[src/rtl/reg_access_initiator.sv]
// Register-bank access initiator: a command FIFO feeds a three-state request engine.
// The engine issues one read or write at a time, applies a timeout, and returns a response.
module reg_access_initiator #(
    parameter int ADDR_WIDTH     = 32,
    parameter int DATA_WIDTH     = 32,
    parameter int FIFO_DEPTH     = 4,
    parameter int TIMEOUT_CYCLES = 16,
    parameter logic [DATA_WIDTH-1:0] BAD_READ_VALUE = 32'hBADCAFE
) (
    input  logic                  clk,
    input  logic                  rst,
    input  logic                  cmd_valid,
    output logic                  cmd_ready,
    input  logic                  cmd_write,
    input  logic [ADDR_WIDTH-1:0] cmd_addr,
    input  logic [DATA_WIDTH-1:0] cmd_wdata,
    output logic                  rsp_valid,
    input  logic                  rsp_ready,
    output logic                  rsp_write,
    output logic [DATA_WIDTH-1:0] rsp_rdata,
    output logic [1:0]            rsp_err,
    output logic                  busy,
    output logic                  mem_w_req,
    output logic [DATA_WIDTH-1:0] mem_w_data,
    output logic [ADDR_WIDTH-1:0] mem_w_addr,
    input  logic                  mem_w_ack,
    output logic                  mem_r_req,
    output logic [ADDR_WIDTH-1:0] mem_r_addr,
    input  logic [DATA_WIDTH-1:0] mem_r_data,
    input  logic                  mem_r_ack
);

    localparam int PTR_W = (FIFO_DEPTH > 1) ? $clog2(FIFO_DEPTH) : 1;
    localparam int CNT_W = $clog2(FIFO_DEPTH + 1);
    localparam int TO_W  = (TIMEOUT_CYCLES > 1) ? $clog2(TIMEOUT_CYCLES) : 1;
    localparam int ENT_W = 1 + ADDR_WIDTH + DATA_WIDTH;

    localparam logic [CNT_W-1:0] FULL_CNT = CNT_W'(FIFO_DEPTH);
    localparam logic [TO_W-1:0]  TO_LAST  = TO_W'(TIMEOUT_CYCLES - 1);
    localparam logic [1:0] ERR_OK      = 2'd0;
    localparam logic [1:0] ERR_TIMEOUT = 2'd1;
    localparam logic [1:0] ERR_BAD     = 2'd2;

    typedef enum logic [1:0] {IDLE, REQ, RSP} state_t;

    state_t                state;
    logic [ENT_W-1:0]      fifo_mem [FIFO_DEPTH];
    logic [PTR_W-1:0]      wr_ptr;
    logic [PTR_W-1:0]      rd_ptr;
    logic [CNT_W-1:0]      count;
    logic                  push;
    logic                  pop;
    logic [ENT_W-1:0]      head;
    logic                  head_write;
    logic [ADDR_WIDTH-1:0] head_addr;
    logic [DATA_WIDTH-1:0] head_data;
    logic                  cur_write;
    logic [TO_W-1:0]       to_cnt;
    logic                  ack_hit;

    assign cmd_ready  = (count != FULL_CNT);
    assign push       = cmd_valid && cmd_ready;
    assign pop        = (state == IDLE) && (count != '0);
    assign busy       = (state != IDLE) || (count != '0);
    assign head       = fifo_mem[rd_ptr];
    assign head_write = head[ENT_W-1];
    assign head_addr  = head[ENT_W-2 -: ADDR_WIDTH];
    assign head_data  = head[DATA_WIDTH-1:0];
    // Only the ack matching the issued direction can complete a transaction.
    assign ack_hit    = cur_write ? mem_w_ack : mem_r_ack;

    always_ff @(posedge clk) begin
        if (push) begin
            fifo_mem[wr_ptr] <= {cmd_write, cmd_addr, cmd_wdata};
        end
    end

    always_ff @(posedge clk) begin
        if (rst) begin
            wr_ptr <= '0;
            rd_ptr <= '0;
            count  <= '0;
        end else begin
            if (push) wr_ptr <= wr_ptr + 1'b1;
            if (pop)  rd_ptr <= rd_ptr + 1'b1;
            case ({push, pop})
                2'b10:   count <= count + 1'b1;
                2'b01:   count <= count - 1'b1;
                default: count <= count;
            endcase
        end
    end

    always_ff @(posedge clk) begin
        if (rst) begin
            state      <= IDLE;
            to_cnt     <= '0;
            cur_write  <= 1'b0;
            mem_w_req  <= 1'b0;
            mem_r_req  <= 1'b0;
            mem_w_addr <= '0;
            mem_r_addr <= '0;
            mem_w_data <= '0;
            rsp_valid  <= 1'b0;
            rsp_write  <= 1'b0;
            rsp_rdata  <= '0;
            rsp_err    <= ERR_OK;
        end else begin
            case (state)
                IDLE: begin
                    if (pop) begin
                        cur_write <= head_write;
                        to_cnt    <= '0;
                        if (head_write) begin
                            mem_w_req  <= 1'b1;
                            mem_w_addr <= head_addr;
                            mem_w_data <= head_data;
                        end else begin
                            mem_r_req  <= 1'b1;
                            mem_r_addr <= head_addr;
                        end
                        state <= REQ;
                    end
                end
                REQ: begin
                    // An ack on the final counted cycle still wins over the timeout.
                    if (ack_hit) begin
                        mem_w_req <= 1'b0;
                        mem_r_req <= 1'b0;
                        rsp_valid <= 1'b1;
                        rsp_write <= cur_write;
                        rsp_rdata <= cur_write ? '0 : mem_r_data;
                        rsp_err   <= (!cur_write && (mem_r_data == BAD_READ_VALUE)) ? ERR_BAD : ERR_OK;
                        state     <= RSP;
                    end else if (to_cnt == TO_LAST) begin
                        mem_w_req <= 1'b0;
                        mem_r_req <= 1'b0;
                        rsp_valid <= 1'b1;
                        rsp_write <= cur_write;
                        rsp_rdata <= '0;
                        rsp_err   <= ERR_TIMEOUT;
                        state     <= RSP;
                    end else begin
                        to_cnt <= to_cnt + 1'b1;
                    end
                end
                RSP: begin
                    if (rsp_ready) begin
                        rsp_valid <= 1'b0;
                        state     <= IDLE;
                    end
                end
                default: state <= IDLE;
            endcase
        end
    end

endmodule

[config.mk]
export PLATFORM = sky130hd
export DESIGN_NAME = reg_access_initiator
export DESIGN_NICKNAME = d
export VERILOG_FILES = /design/src/rtl/reg_access_initiator.sv
export SDC_FILE = /design/constraint.sdc
export NUM_CORES = 1
export LEC_CHECK = 0
export CAP_MARGIN = 30
export CORE_MARGIN = 2
export CORE_UTILIZATION = 55
export CTS_CLUSTER_DIAMETER = 40
export DETAILED_ROUTE_END_ITERATION = 7
export GPL_TIMING_DRIVEN = 1
export HOLD_SLACK_MARGIN = 0.15
export PLACE_DENSITY = 0.91
export RECOVER_POWER = 25
export SYNTH_ARGS = -nofsm -noshare
export SYNTH_HDL_FRONTEND = slang
export SYNTH_SLANG_ARGS = --single-unit
[constraint.sdc]
create_clock -name clk -period 5.2 [get_ports clk]
set_clock_uncertainty 0.05 [all_clocks]
set_input_delay 1.04 -clock clk [delete_from_list [all_inputs] [get_ports clk]]
set_output_delay 1.04 -clock clk [all_outputs]
set_load 0.01 [all_outputs]
==> results of run 1 <==
[layout make-up]
cell class,instances,area (µm²),share of cell area (%)
Sequential cell,410,10820,56.44
Multi-Input combinational cell,547,3791,19.78
Timing Repair Buffer,252,2592,13.52
Clock buffer,59,1251,6.527
Tap cell,341,426.7,2.226
Clock inverter,25,241.5,1.260
Inverter,8,30.03,0.1567
Antenna cell,7,17.52,0.09138
[logic make-up after synthesis]
logic type	after synthesis	share of synthesized area [%]
AO/OA/AOI/OAI	147	5.054
XOR/XNOR	8	0.4718
adder cells (fa/ha/maj)	7	0.6402
buffers and inverters	72	2.013
flip-flops	410	72.78
multiplexers	66	9.923
AND/OR/NAND/NOR	319	9.115
[worst min-delay path: cells and delay by family, from the launching register on]
| family | cells | cell delay, ns |
|---|---|---|
| and+or+nand+nor | 1 | 0.05 |
| AOI/OAI and AO/OA | 1 | 0.05 |
| DFF | 1 | 0.30 |
[state kept, by name (all words and copies together) (netlist names), named ones only]
signal,flops
to_cnt,4
mem_r_req,1
rd_ptr,2
rsp_valid,1
count,3
cur_write,1
mem_w_req,1
fifo_mem,260
state,2
mem_w_addr,32
rsp_rdata,32
wr_ptr,2
rsp_write,1
mem_r_addr,32
rsp_err,2
mem_w_data,32
[worst max-delay path by stage]
| stage | from | slack (ns) | end |
|---|---|---|---|
| global route | register | 1.97 | mem_w_addr[24] |
| detailed placement | cmd_valid | 2.03 | count[2] |
| CTS | register | 2.09 | mem_w_addr[24] |
| global placement | mem_w_ack | 1.87 | mem_w_req |
| floorplan | cmd_valid | 2.11 | fifo_mem[0][0] |
| finish | count[2] | 2.10 | busy |
[power by group through the flow]
| stage | clock, mW | sequential (mW) | combinational [mW] |
|---|---|---|---|
| 4_1_cts | 3.17 | 4.29 | 2.71 |
| 3_3_place_gp | 0 | 4.32 | 2.54 |
| 5_1_grt | 3.28 | 4.35 | 2.87 |
| 3_5_place_dp | 0 | 4.35 | 2.66 |
| 2_1_floorplan | 0 | 4.34 | 1.50 |
| 6_report | 3.12 | 4.29 | 2.69 |
[cells in the mapped netlist (2+ instances only)]
cell type	instances
nand2_1	232
clkbuf_1	35
nand4b_1	2
nor3_1	4
inv_2	2
nand4_1	4
nand2b_1	2
buf_1	6
nor2_1	16
edfxtp_1	260
nor2b_1	2
xor2_1	7
inv_1	6
a21oi_1	139
nand3_1	39
mux4_2	65
nor4bb_1	2
and3_1	6
buf_2	23
or3_1	2
o21ai_0	2
ha_1	6
dfxtp_1	150
[cell usage in the layout (no fill, tap or decap), types with 2 or more instances in the layout]
master	count
and3_4	4
clkdlybuf4s50_1	186
or3_1	2
nand2b_1	2
clkbuf_8	3
diode_2	7
clkbuf_1	9
xor2_1	7
inv_2	2
nand2_1	232
buf_16	5
ha_1	6
a21oi_1	139
edfxtp_1	260
inv_1	6
nor4bb_1	2
nor2b_2	2
nand3_1	38
nor2_1	16
dfxtp_4	2
nand4b_1	2
clkinv_2	9
clkbuf_16	47
nor3_1	4
dlygate4sd3_1	51
bufinv_16	3
buf_4	9
clkinvlp_4	4
mux4_2	65
nand4_1	4
clkinv_4	4
dfxtp_1	148
inv_6	3
o21ai_0	2
[through the flow]
step / utilization, % / std cells / area [µm²] / hold WS, ns / setup slack (ns)
floorplan: - / 1029 / 14850 / 0.4103 / 2.113
CTS: 71.66 / 1642 / 19150 / 0.4036 / 2.094
finish: 71.72 / 1649 / 19170 / 0.4034 / 2.096
global placement: 65.50 / 1552 / 17510 / 0.3869 / 1.872
global route: 71.71 / 1648 / 19170 / 0.4164 / 1.967
detailed placement: 66.07 / 1558 / 17660 / 0.3957 / 2.027
[routing by layer]
layer | share of wire, % | vias up | GRT usage [%]
met5 | 0.037 | - | 0
met3 | 6.6 | 100 | 4.913
met2 | 52 | 431 | 44.34
met1 | 37 | 4733 | 28.76
met4 | 4.2 | 2 | 12.29
li1 | - | 4256 | -
==> impl_metrics.tcl, run 1 <==
set metrics [dict create \
    ys_ff_latch 410 \
    numCtsBuffers 45 \
    cts_tree "yes" \
    dr.pass1.iters 8 \
    hp-class "reg2reg" \
    antenna_left 0 \
    synth.avg_cell_area_um2 14.43 \
    synth_top_cell_by_area "edfxtp_1" \
    initial_core_util_pct 55.58 \
    crit_family "simple AND/OR/NAND/NOR gates" \
    max_slew_margin_pct 33.47 \
    p_switching_mw 3.020 \
    grt_max_degree 66 \
    routed_wl_mm 35.52 \
    gp_congestion 0.8819 \
    wire_per_inst_um 21.54 \
    ff2ff_setup_slack_ns 2.19 \
    cap_violations 0 \
    hold_depth 2 \
    grt_usage_pct 24.85 \
    vias 9522 \
    pin_count 239 \
    filler_cell_count 1628 \
    clkTransAtPathRegs_ns 0.06 \
    die_y_um 168.3 \
    p_clk_share_pct 30.9 \
    synth_flop_cell "edfxtp_1" \
    clock_latency_ns 0.54 \
    rsz0062_at_grt "false" \
    swShare_pct 29.91 \
    die_area_um2 28340 \
    synth_top_area_share_pct 52.57 \
    grt_pass1_wl_mm 53.96 \
    worst_pin_slew_ns 0.9979 \
    yosysSeqAreaShare_pct 72.78 \
    drt_iter0_drc 971 \
    combPwrFrac_pct 26.6 \
    post-route-min-period_ns 3.104 \
    synth_edf_count 260 \
    cts_htree_levels 2 \
    min-delay-start "mem_r_addr[6]" \
    io_buffers 238 \
    irDropWorstVdd_mv 0.2811 \
    synthArstFlopShare_pct 0 \
    max_freq_mhz 322.2 \
    p_int_mw 7.076 \
    clock_sinks 410 \
    clockBufferDepth 3 \
    syn_inst 1029 \
    final.setup.tns_ns 0 \
    die_w_um 168.3 \
    arrival_ns 2.01 \
    crit_cells 3 \
    leakagePower_nw 6.286 \
    root_buffer "clkbuf_16" \
    dpl.hpwl_mm 21.34 \
    nets 1374 \
    power_density_nw_per_um2 526.7 \
    yosysWarningCount 0 \
    r2r_cells 5 \
    setup_viol 0 \
    area_delta_synth_final_pct 29.05 \
    worstSetupStartpointType "register" \
    required_ns 4.11 \
    core_area_um2 26730 \
    viasPerCell 5.774 \
    netlist_area_um2 14850 \
    grt_pass1_vias 9958 \
    cpMaxStageDelayCell "clkdlybuf4s50_1" \
    hold_viol_final 0 \
    cts_setup_buffers 0 \
    synth_nets 1139 \
    grt_overflow 0 \
    path_buf_inv 1 \
    rows 60 \
    outcome "completed" \
    max_stage_delay_ns 0.53 \
    min_to "mem_r_addr[6]" \
    hold_buffers 0 \
    cp_max_fo 5 \
    report.final.slew_viol_count 0 \
    antenna_found_initial 8 \
    cts_resized 0 \
    yosys-top-cells-area "edfxtp_1 53%, dfxtp_1 20%, mux4_2 9.9%, nand2_1 5.9%, a21oi_1 4.7%" \
    drive_gt1_share_pct 12.84 \
    synth_cell_types 40 \
    cp_cell_sequence "nor3_1 > nand2_1 > clkdlybuf4s50_1" \
    min_period_over_period_pct 59.69 \
    pwr-share-seq_pct 42.5 \
    power_mw 10.10 \
    drc_errors 0 \
    worst_r2r_endpoint "mem_w_addr[24]" \
    path_class "reg2out" \
    crit_path_end_kind "output pin" \
]
Note: power is estimated with default switching activity, not from simulation.
==> inputs of run 2 (changes only) <==
--- a/config.mk
+++ b/config.mk
@@ -7,12 +7,12 @@
 export LEC_CHECK = 0
 export CAP_MARGIN = 30
 export CORE_MARGIN = 2
-export CORE_UTILIZATION = 55
+export CORE_UTILIZATION = 53
 export CTS_CLUSTER_DIAMETER = 40
 export DETAILED_ROUTE_END_ITERATION = 7
 export GPL_TIMING_DRIVEN = 1
 export HOLD_SLACK_MARGIN = 0.15
-export PLACE_DENSITY = 0.91
+export PLACE_DENSITY = 0.88
 export RECOVER_POWER = 25
 export SYNTH_ARGS = -nofsm -noshare
 export SYNTH_HDL_FRONTEND = slang
==> constraint.sdc (replaced) <==
create_clock -name clk -period 3.1 [get_ports clk]
set_clock_uncertainty 0.05 [all_clocks]
set_input_delay 0.62 -clock clk [delete_from_list [all_inputs] [get_ports clk]]
set_output_delay 0.62 -clock clk [all_outputs]
set_load 0.01 [all_outputs]
==> impl_metrics.tcl, run 2 (synthesized netlist as in run 1, its figures left out) <==
set metrics [dict create \
    vias 9435 \
    power_density_nw_per_um2 886.8 \
    filler_cell_count 1786 \
    dpl_worst_slack_ns 0.3751 \
    worst_pin_slew_ns 0.9976 \
    seq_area_um2 10820 \
    cp_max_fo 5 \
    hold_buffers 0 \
    layout_commonest_cell "edfxtp_1" \
    io_buffers 238 \
    setup_viol 0 \
    nets 1381 \
    cts_tree "yes" \
    die_w_um 171.4 \
    final.setup.tns_ns 0 \
    outcome "completed" \
    report.final.slew_viol_count 0 \
    irDropWorstVdd_mv 0.4858 \
    crit_cells 3 \
    regMostFlops "fifo_mem" \
    dpl_cell_area_um2 17680 \
    power_mw 17.10 \
    cts_setup_buffers 0 \
    root_buffer "clkbuf_16" \
    path_buf_inv 1 \
    grt_max_degree 68 \
    clock_sinks 410 \
    area_delta_synth_final_pct 29.80 \
    hp-class "reg2reg" \
    min_period_over_period_pct 87.09 \
    leakagePower_nw 6.339 \
    drive_gt1_share_pct 13.46 \
    antenna_found_initial 13 \
    cpMaxStageDelayCell "clkdlybuf4s50_1" \
    max_freq_mhz 370.4 \
    gp_congestion 0.7808 \
    crit_path_end_kind "output pin" \
    whs_ns 0.3994 \
    max_slew_margin_pct 33.50 \
    mostFrequentLayoutCells "260 x edfxtp_1, 232 x nand2_1, 186 x clkdlybuf4s50_1" \
    arrival_ns 2.03 \
    cp_cell_sequence "nor3_1 > nand2_1 > clkdlybuf4s50_1" \
    rows 61 \
    worst_slack_ns 0.4001 \
    dpl.hpwl_mm 21.50 \
    core_area_um2 27710 \
    grt_overflow 0 \
    antenna_left 0 \
    max_stage_delay_ns 0.53 \
    drt_iter0_drc 714 \
    clockBufferDepth 3 \
    crit_family "simple AND/OR/NAND/NOR gates" \
    grt_usage_pct 23.81 \
    grt_pass1_wl_mm 52.96 \
    initial_core_util_pct 53.61 \
    pin_count 239 \
    multi_input_area_um2 3791 \
    required_ns 2.43 \
    r2r_cells 9 \
    routed_wl_mm 35.24 \
    rsz0062_at_grt "false" \
    cts_htree_levels 2 \
    hold_depth 2 \
    dr.pass1.iters 5 \
    clkTransAtPathRegs_ns 0.06 \
    hold_viol_final 0 \
    drc_errors 0 \
    numCtsBuffers 46 \
    grt_pass1_vias 9769 \
    viasPerCell 5.560 \
    cts_resized 0 \
    postLayoutCellArea_um2 19280 \
    worstSetupStartpointType "register" \
    die_area_um2 29380 \
    post-route-min-period_ns 2.700 \
    die_y_um 171.4 \
    wire_per_inst_um 20.77 \
    largest_reg_flops 260 \
    clock_latency_ns 0.53 \
    cap_violations 0 \
    path_class "reg2out" \
]
run 2: cell types whose count changed in the layout (fill, tap and decap cells not counted), sizes merged:
cell,delta
buf,+6
diode,+4
clkinvlp,-3
clkbuf,+2
clkinv,+1
inv,+1
run 2: power by group:
group / switching (mW) / internal (mW)
logic: 2.48 / 2.05
clock network: 2.16 / 3.29
registers: 0.435 / 6.68
total: 5.07 / 12.0
run 2: metal layers:
layer  vias up  global-route usage, %  share of wire (%)
met2       394                  40.29                 51
met4         4                  12.64                4.4
li1       4281                      -                  -
met1      4663                  29.06                 38
met5         -                      0              0.074
met3        93                  4.763                6.8
run 2: stage by stage:
step,std cells,utilization (%)
after floorplan,1029,-
after global placement,1601,63.81
after detailed placement,1601,63.81
after CTS,1686,69.49
after global routing,1697,69.59
final,1697,69.59
run 2: final timing paths:
| path | startpoint | end | slack (ns) |
|---|---|---|---|
| max reg2reg | state[0] | count[2] | 0.53 |
| min | rsp_rdata[6] | rsp_rdata[6] | 0.40 |
| max | count[2] | busy | 0.40 |
| min reg2reg | rsp_rdata[6] | rsp_rdata[6] | 0.40 |
run 2: cell type report:
| cell class | count | area share (%) |
|---|---|---|
| inverters | 8 | 0.1558 |
| repair buffers | 258 | 13.32 |
| multi-input cells | 547 | 19.66 |
| diodes | 11 | 0.1428 |
| clock buffers | 61 | 6.853 |
| well taps | 378 | 2.453 |
| clock inverters | 24 | 1.304 |
| flip-flops and latches | 410 | 56.11 |
run 2: worst min-delay path, delay by kind of cell, from the launching register on:
family	cells	cell delay (ns)
AND/OR/NAND/NOR	1	0.05
AO/OA/AOI/OAI	1	0.05
flip-flops	1	0.31
==> inputs of run 3 (changes only) <==
--- a/config.mk
+++ b/config.mk
@@ -12,6 +12,7 @@
 export DETAILED_ROUTE_END_ITERATION = 7
 export GPL_TIMING_DRIVEN = 1
 export HOLD_SLACK_MARGIN = 0.15
+export MAX_ROUTING_LAYER = met4
 export PLACE_DENSITY = 0.88
 export RECOVER_POWER = 25
 export SYNTH_ARGS = -nofsm -noshare
==> impl_metrics.tcl, run 3 (synthesized netlist as in run 1, its figures left out) <==
set metrics [dict create \
    outcome "completed" \
    cts_htree_levels 2 \
    largest_reg_flops 260 \
    max_freq_mhz 367.1 \
    worst_pin_slew_ns 0.9816 \
    cap_violations 0 \
    wire_per_inst_um 20.78 \
    top_usage_layer "met2" \
    use_met3_pct 4.602 \
    drt_iter0_drc 771 \
    final.setup.tns_ns 0 \
    whs_ns 0.3993 \
    final_core_util_pct 69.61 \
    cts_tree "yes" \
    grt_usage_pct 24.54 \
    io_buffers 238 \
    clockBufferDepth 3 \
    antenna_found_initial 13 \
    regMostFlops "fifo_mem" \
    power_density_nw_per_um2 887.3 \
    nets 1381 \
    use_met1_pct 29.21 \
    worstSetupStartpointType "register" \
    die_y_um 171.4 \
    vias 9428 \
    clock_sinks 410 \
    dpl.hpwl_mm 21.50 \
    grt_overflow 0 \
    rsz0062_at_grt "false" \
    numCtsBuffers 46 \
    grt_max_degree 68 \
    pin_count 239 \
    post-route-min-period_ns 2.724 \
    setup_viol 0 \
    leakagePower_nw 6.339 \
    use_met2_pct 40.39 \
    clkTransAtPathRegs_ns 0.06 \
    cts_setup_buffers 0 \
    grt_pass1_vias 9749 \
    irDropWorstVdd_mv 0.4874 \
    core_area_um2 27710 \
    crit_path_end_kind "output pin" \
    initial_core_util_pct 53.61 \
    hold_viol_final 0 \
    max_slew_margin_pct 34.56 \
    mostFrequentLayoutCells "260 x edfxtp_1, 232 x nand2_1, 186 x clkdlybuf4s50_1" \
    post-place-cells 1601 \
    clock_latency_ns 0.53 \
    required_ns 2.43 \
    rows 61 \
    routed_wl_mm 35.30 \
    arrival_ns 2.05 \
    area_delta_synth_final_pct 29.84 \
    viasPerCell 5.549 \
    die_w_um 171.4 \
    cts_resized 0 \
    root_buffer "clkbuf_16" \
    drc_errors 0 \
    antenna_left 0 \
    report.final.slew_viol_count 0 \
    cp_max_fo 5 \
    grt_pass1_wl_mm 53.00 \
    dr.pass1.iters 5 \
    hold_buffers 0 \
    path_class "reg2out" \
    hp-class "reg2reg" \
    die_area_um2 29380 \
    min_period_over_period_pct 87.88 \
    drive_gt1_share_pct 13.46 \
    layoutNonFillerInstCount 1699 \
    layout_commonest_cell "edfxtp_1" \
    gp_congestion 0.7916 \
]
run 3: where the power goes:
part / leakage, nW / internal [mW] / switching [mW]
clock network: 0.775 / 3.29 / 2.16
registers: 3.61 / 6.68 / 0.436
logic: 1.96 / 2.05 / 2.48
total: 6.34 / 12.0 / 5.08
run 3: critical path, stage by stage (launching register included):
cell	delay, ns
dfxtp_1	0.34
nor3_1	0.45
nand2_1	0.21
clkdlybuf4s50_1	0.53
run 3: per-layer routing:
| metal | vias to the layer above | share of wire [%] |
|---|---|---|
| li1 | 4284 | - |
| met1 | 4634 | 38 |
| met2 | 415 | 51 |
| met3 | 95 | 7.0 |
| met4 | 0 | 4.2 |
| met5 | - | 0 |
run 3: through the flow:
stage / total power, mW / cell area [µm²] / worst slack, ns
after detailed placement: 11.77 / 17680 / 0.3751
after global placement: 11.58 / 17680 / 0.4208
after CTS: 17.22 / 19250 / 0.3561
final: 17.11 / 19280 / 0.3758
after floorplan: 9.791 / 14850 / 0.4246
after global routing: 17.84 / 19280 / 0.2144
run 3: worst paths after layout:
path                            slack (ns)         start            to  cells past startpoint
worst min register to register        0.40  rsp_rdata[6]  rsp_rdata[6]                      2
worst max-delay path                  0.38      count[2]          busy                      3
worst max register to register        0.53      state[0]      count[2]                      9
worst min-delay path                  0.40  rsp_rdata[6]  rsp_rdata[6]                      2
run 3: layout make-up:
class | count | area (µm²)
tap | 378 | 473.0
antenna | 13 | 32.53
clock inverter | 24 | 251.5
fill | 1785 | 8421
multi-input combinational | 547 | 3791
sequential | 410 | 10820
clock buffer | 61 | 1321
inverter | 8 | 30.03
timing repair buffer | 258 | 2567
